--- config.mk ---
export PLATFORM = sky130hd
export DESIGN_NAME = timeout_multi
export DESIGN_NICKNAME = d
export VERILOG_FILES = /design/src/rtl/timeout_multi.sv
export SDC_FILE = /design/constraint.sdc
export NUM_CORES = 1
export LEC_CHECK = 0
export CORE_MARGIN = 8
export CORE_UTILIZATION = 29
export DETAILED_ROUTE_END_ITERATION = 6
export DONT_BUFFER_PORTS = 1
export HOLD_SLACK_MARGIN = 0.02
export SLEW_MARGIN = 20
export SYNTH_ARGS = -nofsm -noshare
export SYNTH_HDL_FRONTEND = slang
export SYNTH_SLANG_ARGS = --single-unit
--- constraint.sdc ---
create_clock -name clk -period 2.7 [get_ports clk]
set_input_delay 0.54 -clock clk [delete_from_list [all_inputs] [get_ports clk]]
set_output_delay 0.54 -clock clk [all_outputs]
set_load 0.02 [all_outputs]
--- src/rtl/timeout_multi.sv ---
`default_nettype none
// timeout_multi: NCH independent down-counting timeout channels sharing one tick prescaler.
// Rev 1.0 - initial release.
module timeout_multi #(
  parameter int NCH      = 4,
  parameter int CNT_W    = 16,
  parameter int PRESCALE = 1
) (
  input  logic                 clk,
  input  logic                 rst_n,
  input  logic [NCH-1:0]       start,
  input  logic [NCH-1:0]       stop,
  input  logic [NCH-1:0]       hold,
  input  logic [NCH-1:0]       periodic,
  input  logic [NCH*CNT_W-1:0] load_val,
  output logic [NCH-1:0]       timeout,
  output logic [NCH-1:0]       busy,
  output logic [NCH*CNT_W-1:0] count,
  output logic                 any_timeout
);

  localparam int                PRE_W   = (PRESCALE > 1) ? $clog2(PRESCALE) : 1;
  localparam logic [PRE_W-1:0]  PRE_MAX = PRE_W'(PRESCALE - 1);
  localparam logic [0:0]        ST_IDLE = 1'b0;
  localparam logic [0:0]        ST_RUN  = 1'b1;

  logic [PRE_W-1:0] pre;
  logic             tick;
  logic [NCH-1:0]   pulse_nx_all;

  // Free-running tick divider; only reset clears it, so channel starts never shift its phase.
  always_ff @(posedge clk or negedge rst_n) begin
    if (!rst_n)               pre <= '0;
    else if (pre == PRE_MAX)  pre <= '0;
    else                      pre <= pre + PRE_W'(1);
  end

  assign tick = (pre == PRE_MAX);

  for (genvar i = 0; i < NCH; i++) begin : g_ch
    logic [0:0]       state;
    logic [0:0]       state_nx;
    logic             mode;
    logic             mode_nx;
    logic             pulse;
    logic             pulse_nx;
    logic [CNT_W-1:0] cnt;
    logic [CNT_W-1:0] cnt_nx;
    logic [CNT_W-1:0] ld;

    assign ld = load_val[i*CNT_W +: CNT_W];

    always_ff @(posedge clk or negedge rst_n) begin
      if (!rst_n) begin
        state <= ST_IDLE;
        cnt   <= '0;
        mode  <= 1'b0;
        pulse <= 1'b0;
      end else begin
        state <= state_nx;
        cnt   <= cnt_nx;
        mode  <= mode_nx;
        pulse <= pulse_nx;
      end
    end

    // stop beats start beats the tick decrement; an expiry pre-empted by either emits no pulse.
    always_comb begin
      state_nx = state;
      cnt_nx   = cnt;
      mode_nx  = mode;
      pulse_nx = 1'b0;
      if (stop[i]) begin
        state_nx = ST_IDLE;
        cnt_nx   = '0;
      end else if (start[i]) begin
        if (ld != '0) begin
          state_nx = ST_RUN;
          cnt_nx   = ld;
          mode_nx  = periodic[i];
        end else begin
          state_nx = ST_IDLE;
          cnt_nx   = '0;
          pulse_nx = 1'b1;
        end
      end else if (state == ST_RUN && tick && !hold[i]) begin
        if (cnt > CNT_W'(1)) begin
          cnt_nx = cnt - CNT_W'(1);
        end else begin
          pulse_nx = 1'b1;
          if (mode && ld != '0) begin
            cnt_nx  = ld;
            mode_nx = periodic[i];
          end else begin
            state_nx = ST_IDLE;
            cnt_nx   = '0;
          end
        end
      end
    end

    assign busy[i]                  = (state == ST_RUN);
    assign timeout[i]               = pulse;
    assign count[i*CNT_W +: CNT_W]  = cnt;
    assign pulse_nx_all[i]          = pulse_nx;
  end

  always_ff @(posedge clk or negedge rst_n) begin
    if (!rst_n) any_timeout <= 1'b0;
    else        any_timeout <= |pulse_nx_all;
  end

endmodule
`default_nettype wire

==> summary.json, run 1 <==
{
  "pwr": {
    "p_switching_mw": 1.30,
    "worst_ir_drop_vdd_v": 0.000292,
    "clock_network_fraction_of_design_power_pct": 36.7,
    "power_per_cell_area_mw_per_mm2": 669,
    "p_sw_share_pct": 33.3,
    "share_comb_of_total_power_pct": 26.7,
    "pwr-share-seq_pct": 36.6,
    "cellInternalPower_mw": 2.61,
    "power.static_leakage_nw": 2.42
  },
  "floorplan": {
    "die-height_um": 146,
    "floorplan.initialDensity_pct": 29.6,
    "die_area_mm2": 0.0213,
    "fp.dieW_um": 146,
    "boundaryPins": 155,
    "rows": 47,
    "core_mm2": 0.0165
  },
  "routing": {
    "route.final.wire_length_mm": 17.3,
    "drt-wirelength-per-cell_um": 20.9,
    "vias_per_cell": 5.90,
    "drt_pass1_iterations": 5,
    "drtIter0Drc": 360,
    "detail-route-antenna-nets": 0,
    "detail_route.drc_violations": 0,
    "num_vias": 4888
  },
  "run": {
    "max-cap-violations": 0
  },
  "global_route": {
    "vias_in_the_first_global_route": 4807,
    "global_route.usage.total_pct": 15.9,
    "initial_antenna_violation_count": 0,
    "grt_overflow": 0,
    "grt_start_max_net_pins": 78,
    "grt_first_pass_wirelength_mm": 27.4
  },
  "timing": {
    "fmax_mhz": 393,
    "timing.slew.headroom_pct": 55.8,
    "timing.final.crit_share_pct": 94.1,
    "hold_viol": 0,
    "maxSlewViolCount": 0,
    "unrepaired_setup_endpoints_after_global_routing": "false",
    "post-route-min-period_ns": 2.54,
    "timing.clock.skew_ns": 0.00635,
    "fin_tns_setup_ns": 0,
    "max_slew.worst_pin.slew_ns": 0.661,
    "setup_violating_endpoint_count_in_the_final_report": 0
  },
  "final_layout": {
    "layout_common_cells": "77 x sky130_fd_sc_hd__dfrtp_1, 59 x sky130_fd_sc_hd__nand2_1, 57 x sky130_fd_sc_hd__buf_4, 56 x sky130_fd_sc_hd__nor2_1, 37 x sky130_fd_sc_hd__o21ai_0",
    "flow.area_growth_from_synthesis_pct": 19.4,
    "final_cell_count_no_fill": 829,
    "antennaDiodeCount": 0,
    "final_common_cell": "sky130_fd_sc_hd__dfrtp_1",
    "drive_above_1_share_pct": 16.7,
    "final_nets": 694
  },
  "synth": {
    "synth.lib_cells_used.distinct": 66,
    "async_s_r_ff_share_synth_pct": 100,
    "syn_avg_cell_area_um2": 8.72,
    "synth_flop_cell": "sky130_fd_sc_hd__dfrtp_1",
    "ys_seq_elements": 77,
    "post_synth_inst_count": 562,
    "synth_fp_nets": 652,
    "count_of_flip_flops_with_a_built_in_enable_after_synthesis": 0,
    "yosysWarnings": 0,
    "synth.cell_area_mm2": 0.00490,
    "yosysSeqAreaShare_pct": 39.3
  },
  "cts": {
    "cts-root-to-sink-buffers": 2,
    "ctsHtreeMaxLevel": 3,
    "clock-sinks": 77,
    "clk_pin_slew_worst_paths_ns": 0.06,
    "tritoncts": "built",
    "numCtsBuffers": 9,
    "postCtsSetupBuffers": 0,
    "clock_tree.root_cell": "sky130_fd_sc_hd__clkbuf_16",
    "clkLatencyLatePin_ns": 0.34
  },
  "critical_path": {
    "worst-endpoint-required_ns": 2.98,
    "critical_path_peak_fanout": 8,
    "sort_of_element_at_the_start_of_the_critical_path": "flop",
    "cp_common_cell": "sky130_fd_sc_hd__or4_4",
    "endpoint_kind": "flop",
    "worst_path_largest_cell_delay_ns": 0.58,
    "crit_arrival_ns": 2.82,
    "crit_path_top_delay_cell": "sky130_fd_sc_hd__or4_4",
    "crit_chain": "or4_4 -> or4_4 -> nor4_4 -> buf_4 -> nand3b_1 -> a21oi_2 -> or4_1",
    "timing_worst_setup_path_type": "reg -> reg"
  },
  "hold_path": {
    "hold_path_class": "in -> async"
  },
  "place": {
    "io_buffers": 0,
    "place_congestion": 0.906,
    "post-dp-hpwl_mm": 13.3,
    "placed_cells": 812
  },
  "run_status": {
    "outcome": "finished, final reports clean"
  }
}
## power by group through the flow
stage	clock network [mW]	registers [mW]	logic, mW
detailed placement	0	1.46	1.01
global placement	0	1.45	0.990
global route	1.52	1.45	1.15
finish	1.44	1.43	1.05
CTS	1.48	1.43	1.04
floorplan	0	1.52	0.621
## final timing paths
path	from	to	slack, ns	cells after the start
min	rst_n	g_ch[0].cnt[5]$_DFFE_PN0P_	0.1	1
max in group asynchronous	rst_n	g_ch[2].pulse$_DFF_PN0_	2.27	1
max reg2reg	g_ch[0].cnt[11]$_DFFE_PN0P_	any_timeout$_DFF_PN0_	0.16	7
min reg2reg	g_ch[1].mode$_DFFE_PN0P_	g_ch[1].mode$_DFFE_PN0P_	0.53	1
min in group clk	stop[1]	g_ch[1].state$_DFFE_PN0P_	0.25	1
max	g_ch[0].cnt[11]$_DFFE_PN0P_	any_timeout$_DFF_PN0_	0.16	7
## routing by layer
metal  vias to the layer above  track usage [%]  routed length [um]
li1                       2243                -                   -
met1                      2380             18.1                6700
met2                       241             26.2                8320
met3                        24             7.31                2060
met4                         0             4.74                 246
met5                         -                0                   0
## metrics by stage
stage / hold slack, ns / power, mW / utilization [%] / area [um^2] / worst slack [ns]
6_report: 0.0997 / 3.92 / 35.4 / 5850 / 0.158
4_1_cts: 0.117 / 3.96 / 35.3 / 5840 / 0.00885
5_1_grt: 0.135 / 4.13 / 35.4 / 5850 / 0.0257
2_1_floorplan: 0.244 / 2.14 / - / 4900 / 0.186
3_3_place_gp: 0.247 / 2.44 / 33.1 / 5460 / 0.0666
3_5_place_dp: 0.247 / 2.46 / 33.1 / 5460 / 0.0346
## worst max-delay path, delay by kind of cell, from the launching register on
kind	cells	cell delay, ns
DFF	1	0.38
buffers and inverters	1	0.21
and+or+nand+nor	5	1.61
AOI/OAI and AO/OA	1	0.28
## cells by family (layout without fill, tap and decap cells)
family          after synthesis  after routing  share of synthesized area [%]
mux                          10             10                           2.17
flops                        77             77                           39.3
buf+inv                      39             86                           3.91
compound gates              139            139                           20.4
simple gates                282            282                           30.9
fa+ha+maj                     8              8                           2.04
xor+xnor                      7              7                           1.25
## registers in the layout (all words and copies together), names as in the netlist
register / cells
any_timeout: 1
g_ch.cnt: 64
g_ch.mode: 4
g_ch.pulse: 4
g_ch.state: 4
## synth_stat cells, drive strengths merged (5+ instances only)
master	n	area share (%)
a21oi	27	2.8
a221o	22	4.5
a31oi	5	0.64
a32oi	5	0.89
buf	15	2.1
clkbuf	12	0.92
dfrtp	77	39
ha	8	2.0
inv	12	0.92
mux2	5	1.1
mux2i	5	1.0
nand2	59	4.5
nand2b	8	1.0
nand3	23	2.3
nor2	56	4.3
nor2b	6	0.77
nor3	39	4.3
nor3b	7	1.1
nor4	31	4.3
nor4b	5	1.0
o211ai	5	0.77
o21ai	38	4.0
o311ai	7	1.3
or2	9	1.1
or3	8	1.0
or4	16	2.8
## final cells by class
class | instances | area (um^2)
timing repair buffer | 58 | 455
tap | 220 | 275
clock buffer | 11 | 243
fill | 1684 | 10700
inverter | 12 | 45.0
multi-input combinational | 446 | 2800
clock inverter | 5 | 106
sequential | 77 | 1930
## timing repair
item	in CTS	in global routing
hold endpoints to repair	77	0
gates resized for setup	0	3
setup endpoints to repair	0	3
hold buffers	1	0
Note: power is estimated with default switching activity, not from simulation.
==> run 2: changes to the inputs <==
Settings changed: CORE_MARGIN 8 to 4, GPL_ROUTABILITY_DRIVEN set to 0.
==> summary.json, run 2 (synthesis gave the netlist of run 1 again) <==
{
  "floorplan": {
    "fp.dieW_um": 138,
    "die-height_um": 138,
    "rows": 47,
    "core_mm2": 0.0166,
    "die_area_mm2": 0.0190,
    "floorplan.initialDensity_pct": 29.5,
    "boundaryPins": 155
  },
  "critical_path": {
    "cp_common_cell": "sky130_fd_sc_hd__or4_4",
    "timing.critical_path.max_delay_family": "simple AND/OR/NAND/NOR gates",
    "worst-endpoint-required_ns": 2.92,
    "crit_chain": "or4_4 -> or4_4 -> o21ai_2 -> o21ai_0 -> a221o_1",
    "sort_of_element_at_the_start_of_the_critical_path": "flop",
    "crit_path_top_delay_cell": "sky130_fd_sc_hd__or4_4",
    "cp.buffers_inverters": 0,
    "timing_worst_setup_path_type": "reg -> reg",
    "worst_path_largest_cell_delay_ns": 0.57,
    "crit_arrival_ns": 2.76,
    "endpoint_kind": "flop",
    "critical_path_peak_fanout": 12
  },
  "routing": {
    "detail_route.drc_violations": 0,
    "drt-wirelength-per-cell_um": 20.2,
    "route.final.wire_length_mm": 16.7,
    "num_vias": 4957,
    "drt_pass1_iterations": 5,
    "vias_per_cell": 6.00,
    "drtIter0Drc": 321,
    "detail-route-antenna-nets": 0
  },
  "global_route": {
    "initial_antenna_violation_count": 0,
    "global_route.usage.total_pct": 17.3,
    "grt_start_max_net_pins": 78,
    "grt_overflow": 0,
    "vias_in_the_first_global_route": 4927,
    "grt_first_pass_wirelength_mm": 26.1
  },
  "timing": {
    "fin_tns_setup_ns": 0,
    "timing.clock.skew_ns": 0.00949,
    "fmax_mhz": 393,
    "setup_violating_endpoint_count_in_the_final_report": 0,
    "maxSlewViolCount": 0,
    "post-route-min-period_ns": 2.54,
    "unrepaired_setup_endpoints_after_global_routing": "false",
    "timing.slew.headroom_pct": 57.8,
    "max_slew.worst_pin.slew_ns": 0.627,
    "timing.final.crit_share_pct": 94.2,
    "hold_viol": 0
  },
  "pwr": {
    "power.static_leakage_nw": 2.40,
    "p_switching_mw": 1.29,
    "totalPowerFinal_mw": 3.82,
    "p_sw_share_pct": 33.8,
    "clock_network_fraction_of_design_power_pct": 35.3,
    "power_per_cell_area_mw_per_mm2": 660,
    "cellInternalPower_mw": 2.53,
    "worst_ir_drop_vdd_v": 0.000270,
    "share_comb_of_total_power_pct": 27.0,
    "pwr-share-seq_pct": 37.7
  },
  "cts": {
    "clk_pin_slew_worst_paths_ns": 0.07,
    "cts-root-to-sink-buffers": 2,
    "clock_tree.root_cell": "sky130_fd_sc_hd__clkbuf_16",
    "tritoncts": "built",
    "clkLatencyLatePin_ns": 0.34,
    "numCtsBuffers": 9,
    "ctsHtreeMaxLevel": 3,
    "clock-sinks": 77
  },
  "hold_path": {
    "hold_path_class": "in -> async"
  },
  "place": {
    "io_buffers": 0,
    "detailed_place.area_mm2": 0.00544,
    "post-dp-hpwl_mm": 12.9
  },
  "final_layout": {
    "largest_register_ffs": 64,
    "layout_common_cells": "77 x sky130_fd_sc_hd__dfrtp_1, 59 x sky130_fd_sc_hd__nand2_1, 56 x sky130_fd_sc_hd__nor2_1, 54 x sky130_fd_sc_hd__buf_4",
    "final_nets": 691,
    "top_register": "g_ch.cnt",
    "drive_above_1_share_pct": 16.0,
    "final_common_cell": "sky130_fd_sc_hd__dfrtp_1",
    "flow.area_growth_from_synthesis_pct": 18.3,
    "antennaDiodeCount": 0,
    "post-route-cell-area_mm2": 0.00580
  },
  "run_status": {
    "outcome": "finished, final reports clean"
  },
  "run": {
    "max-cap-violations": 0
  }
}
## run 2: cell count changes in the layout (fill, tap and decap cells not counted), sizes merged
cell / change
bufinv: -1
inv: -1
clkinvlp: -1
clkbuf: +1
buf: -3
clkinv: +2
## run 2: power by group through the flow
stage          clock (mW)  combinational (mW)  sequential (mW)
3_3_place_gp            0               0.969             1.45
6_report             1.35                1.03             1.44
3_5_place_dp            0               0.992             1.46
2_1_floorplan           0               0.621             1.52
4_1_cts              1.38                1.02             1.44
5_1_grt              1.43                1.13             1.46
## run 2: per-stage QoR
step           setup slack (ns)  hold WS [ns]  util [%]  cells
6_report                  0.156        0.0635      35.0    826
4_1_cts                   0.165         0.107      34.9    826
5_1_grt                  0.0542        0.0975      35.0    826
2_1_floorplan             0.186         0.244         -    562
3_3_place_gp              0.221         0.246      32.8    809
3_5_place_dp              0.151         0.246      32.8    809
## run 2: area by class of cell
cell class	instances	area (um^2)
fillers	1740	10800
inverters	12	45.0
clock inverters	4	70.1
well taps	220	275
repair buffers	55	433
clock buffers	12	256
flip-flops and latches	77	1930
multi-input cells	446	2790
## run 2: path summary, 6_finish.rpt
check,start,end,slack (ns),cells past startpoint
worst max-delay path,g_ch[1].cnt[6]$_DFFE_PN0P_,g_ch[1].cnt[3]$_DFFE_PN0P_,0.16,5
worst min-delay path,rst_n,g_ch[2].cnt[8]$_DFFE_PN0P_,0.06,1
worst max register to register,g_ch[1].cnt[6]$_DFFE_PN0P_,g_ch[1].cnt[3]$_DFFE_PN0P_,0.16,5
worst min register to register,g_ch[1].mode$_DFFE_PN0P_,g_ch[1].mode$_DFFE_PN0P_,0.53,1
max in group asynchronous,rst_n,g_ch[1].mode$_DFFE_PN0P_,2.27,1
min in group clk,stop[3],g_ch[3].state$_DFFE_PN0P_,0.26,1
## run 2: what timing repair did
item / CTS / global route
endpoints found under the hold margin: 77 / 0
resized for setup: 0 / 1
hold buffers: 1 / 0
setup endpoints to repair: 0 / 2
setup buffers: 0 / 0
## run 2: layer usage
layer / part of all wire, % / vias to the layer above / wire length, um / track usage (%)
met5: 0 / - / 0 / 0
met4: 2.3 / 0 / 388 / 7.14
met3: 12 / 40 / 1930 / 6.31
met2: 48 / 243 / 8070 / 28.9
met1: 38 / 2442 / 6310 / 20.1
li1: - / 2232 / - / -
==> run 3: changes to the inputs <==
Settings changed: MAX_ROUTING_LAYER set to met4, REMOVE_ABC_BUFFERS set to 1.
==> summary.json, run 3 (synthesis gave the netlist of run 1 again) <==
{
  "floorplan": {
    "fp.dieW_um": 138,
    "die-height_um": 138,
    "floorplan.initialDensity_pct": 29.5,
    "boundaryPins": 155,
    "rows": 47,
    "core_mm2": 0.0166,
    "die_area_mm2": 0.0190
  },
  "run": {
    "max-cap-violations": 0
  },
  "final_layout": {
    "antennaDiodeCount": 0,
    "final_nets": 686,
    "top_register": "g_ch.cnt",
    "flow.area_growth_from_synthesis_pct": 16.3,
    "largest_register_ffs": 64,
    "multiInputGateArea_mm2": 0.00280,
    "final_common_cell": "sky130_fd_sc_hd__dfrtp_1",
    "final.fill_count": 1716,
    "ff_latch_area_mm2": 0.00193,
    "final_core_util_pct": 34.3,
    "layout_common_cells": "77 x sky130_fd_sc_hd__dfrtp_1, 59 x sky130_fd_sc_hd__nand2_1, 56 x sky130_fd_sc_hd__nor2_1, 49 x sky130_fd_sc_hd__buf_4",
    "drive_above_1_share_pct": 15.4
  },
  "cts": {
    "tritoncts": "built",
    "clock_tree.root_cell": "sky130_fd_sc_hd__clkbuf_16",
    "clk_pin_slew_worst_paths_ns": 0.06,
    "clkLatencyLatePin_ns": 0.34,
    "ctsHtreeMaxLevel": 3,
    "clock-sinks": 77,
    "numCtsBuffers": 9,
    "cts-root-to-sink-buffers": 2
  },
  "run_status": {
    "outcome": "finished, final reports clean"
  },
  "routing": {
    "drtIter0Drc": 442,
    "detail-route-antenna-nets": 0,
    "vias_per_cell": 6.02,
    "drt-wirelength-per-cell_um": 20.0,
    "num_vias": 4933,
    "route.final.wire_length_mm": 16.4,
    "detail_route.drc_violations": 0,
    "drt_pass1_iterations": 5
  },
  "timing": {
    "fmax_mhz": 394,
    "hold_viol": 0,
    "fin_hold_ws_ns": 0.103,
    "setup_violating_endpoint_count_in_the_final_report": 0,
    "unrepaired_setup_endpoints_after_global_routing": "false",
    "post-route-min-period_ns": 2.54,
    "max_slew.worst_pin.slew_ns": 0.724,
    "timing.final.crit_share_pct": 94.0,
    "timing.slew.headroom_pct": 51.4,
    "maxSlewViolCount": 0,
    "timing.clock.skew_ns": 0.00841
  },
  "critical_path": {
    "critical_path_peak_fanout": 12,
    "crit_path_end": "g_ch[1].cnt[8]$_DFFE_PN0P_",
    "worst-endpoint-required_ns": 2.92,
    "timing_worst_setup_path_type": "reg -> reg",
    "critPathLaunch": "g_ch[1].cnt[6]$_DFFE_PN0P_",
    "endpoint_kind": "flop",
    "crit_arrival_ns": 2.76,
    "sort_of_element_at_the_start_of_the_critical_path": "flop",
    "regToRegStartpoint": "g_ch[1].cnt[6]$_DFFE_PN0P_",
    "endpoint_of_the_worst_register_to_register_path": "g_ch[1].cnt[8]$_DFFE_PN0P_",
    "r2r_slack_ns": 0.16,
    "reg2reg_depth": 5
  },
  "global_route": {
    "grt_first_pass_wirelength_mm": 25.6,
    "grt_overflow": 0,
    "global_route.usage.total_pct": 17.5,
    "initial_antenna_violation_count": 0,
    "vias_in_the_first_global_route": 4848,
    "grt_start_max_net_pins": 78
  },
  "pwr": {
    "share_comb_of_total_power_pct": 28.5,
    "worst_ir_drop_vdd_v": 0.000270,
    "pwr-share-seq_pct": 40.9,
    "p_switching_mw": 1.28,
    "cellInternalPower_mw": 2.28,
    "power.static_leakage_nw": 2.33,
    "power_per_cell_area_mw_per_mm2": 624,
    "p_sw_share_pct": 36.0,
    "clock_network_fraction_of_design_power_pct": 30.6
  },
  "place": {
    "io_buffers": 0,
    "post-dp-hpwl_mm": 12.8
  },
  "hold_path": {
    "hold_path_class": "in -> async"
  }
}
## run 3: cell count changes in the layout (fill, tap and decap cells not counted), sizes merged
cell / previous run / this run
clkinvlp: 0 / 2
clkbuf: 12 / 9
clkinv: 2 / 3
buf: 55 / 50
bufinv: 2 / 0
## run 3: through the flow
stage	area, um^2	power [mW]	setup slack, ns	std cells	TNS [ns]
final	5700	3.55	0.161	819	0
after global routing	5700	3.75	0.0261	819	0
after CTS	5680	3.57	0.156	819	0
after detailed placement	5400	2.44	0.172	804	0
after global placement	5400	2.42	0.214	804	0
after floorplan	4750	2.11	-0.375	535	-1.75
## run 3: repair_timing
item                       4_1_cts  5_1_grt
setup endpoints to repair        0        5
hold buffers                     1        0
hold endpoints to repair        77        0
gates resized for setup          0        2
setup buffers                    0        0
## run 3: layout make-up
class,instances,share of cell area (%)
well taps,220,4.83
multi-input cells,446,49.1
clock buffers,9,3.95
clock inverters,5,0.527
flip-flops and latches,77,33.8
inverters,12,0.791
repair buffers,50,6.94
## run 3: per-layer routing
layer / routed length, um / vias to the layer above / global-route usage, %
li1: - / 2227 / -
met1: 6150 / 2420 / 19.7
met2: 7860 / 257 / 27.7
met3: 1980 / 29 / 7.18
met4: 405 / 0 / 6.81
met5: 0 / - / -
## run 3: worst min-delay path by stage
| stage | from | endpoint | slack [ns] | depth (start not counted) |
|---|---|---|---|---|
| 2_1_floorplan | rst_n | any_timeout$_DFF_PN0_ | 0.24 | 0 |
| 3_3_place_gp | rst_n | g_ch[2].cnt[8]$_DFFE_PN0P_ | 0.25 | 0 |
| 3_5_place_dp | rst_n | g_ch[2].cnt[8]$_DFFE_PN0P_ | 0.25 | 0 |
| 4_1_cts | rst_n | g_ch[2].cnt[8]$_DFFE_PN0P_ | 0.11 | 1 |
| 5_1_grt | rst_n | g_ch[2].cnt[6]$_DFFE_PN0P_ | 0.12 | 1 |
| 6_report | rst_n | g_ch[2].cnt[6]$_DFFE_PN0P_ | 0.10 | 1 |
## run 3: power by group through the flow
stage	clock network [mW]	registers, mW	logic, mW
final	1.09	1.45	1.01
after global routing	1.17	1.47	1.11
after CTS	1.12	1.45	1.00
after detailed placement	0	1.47	0.969
after global placement	0	1.47	0.953
after floorplan	0	1.53	0.585
## run 3: worst max-delay path: stages, from the launching register on
cell	delay, ns
sky130_fd_sc_hd__dfrtp_1	0.38
sky130_fd_sc_hd__or4_4	0.57
sky130_fd_sc_hd__or4_4	0.54
sky130_fd_sc_hd__o21ai_2	0.44
sky130_fd_sc_hd__o21ai_0	0.18
sky130_fd_sc_hd__a221o_1	0.31
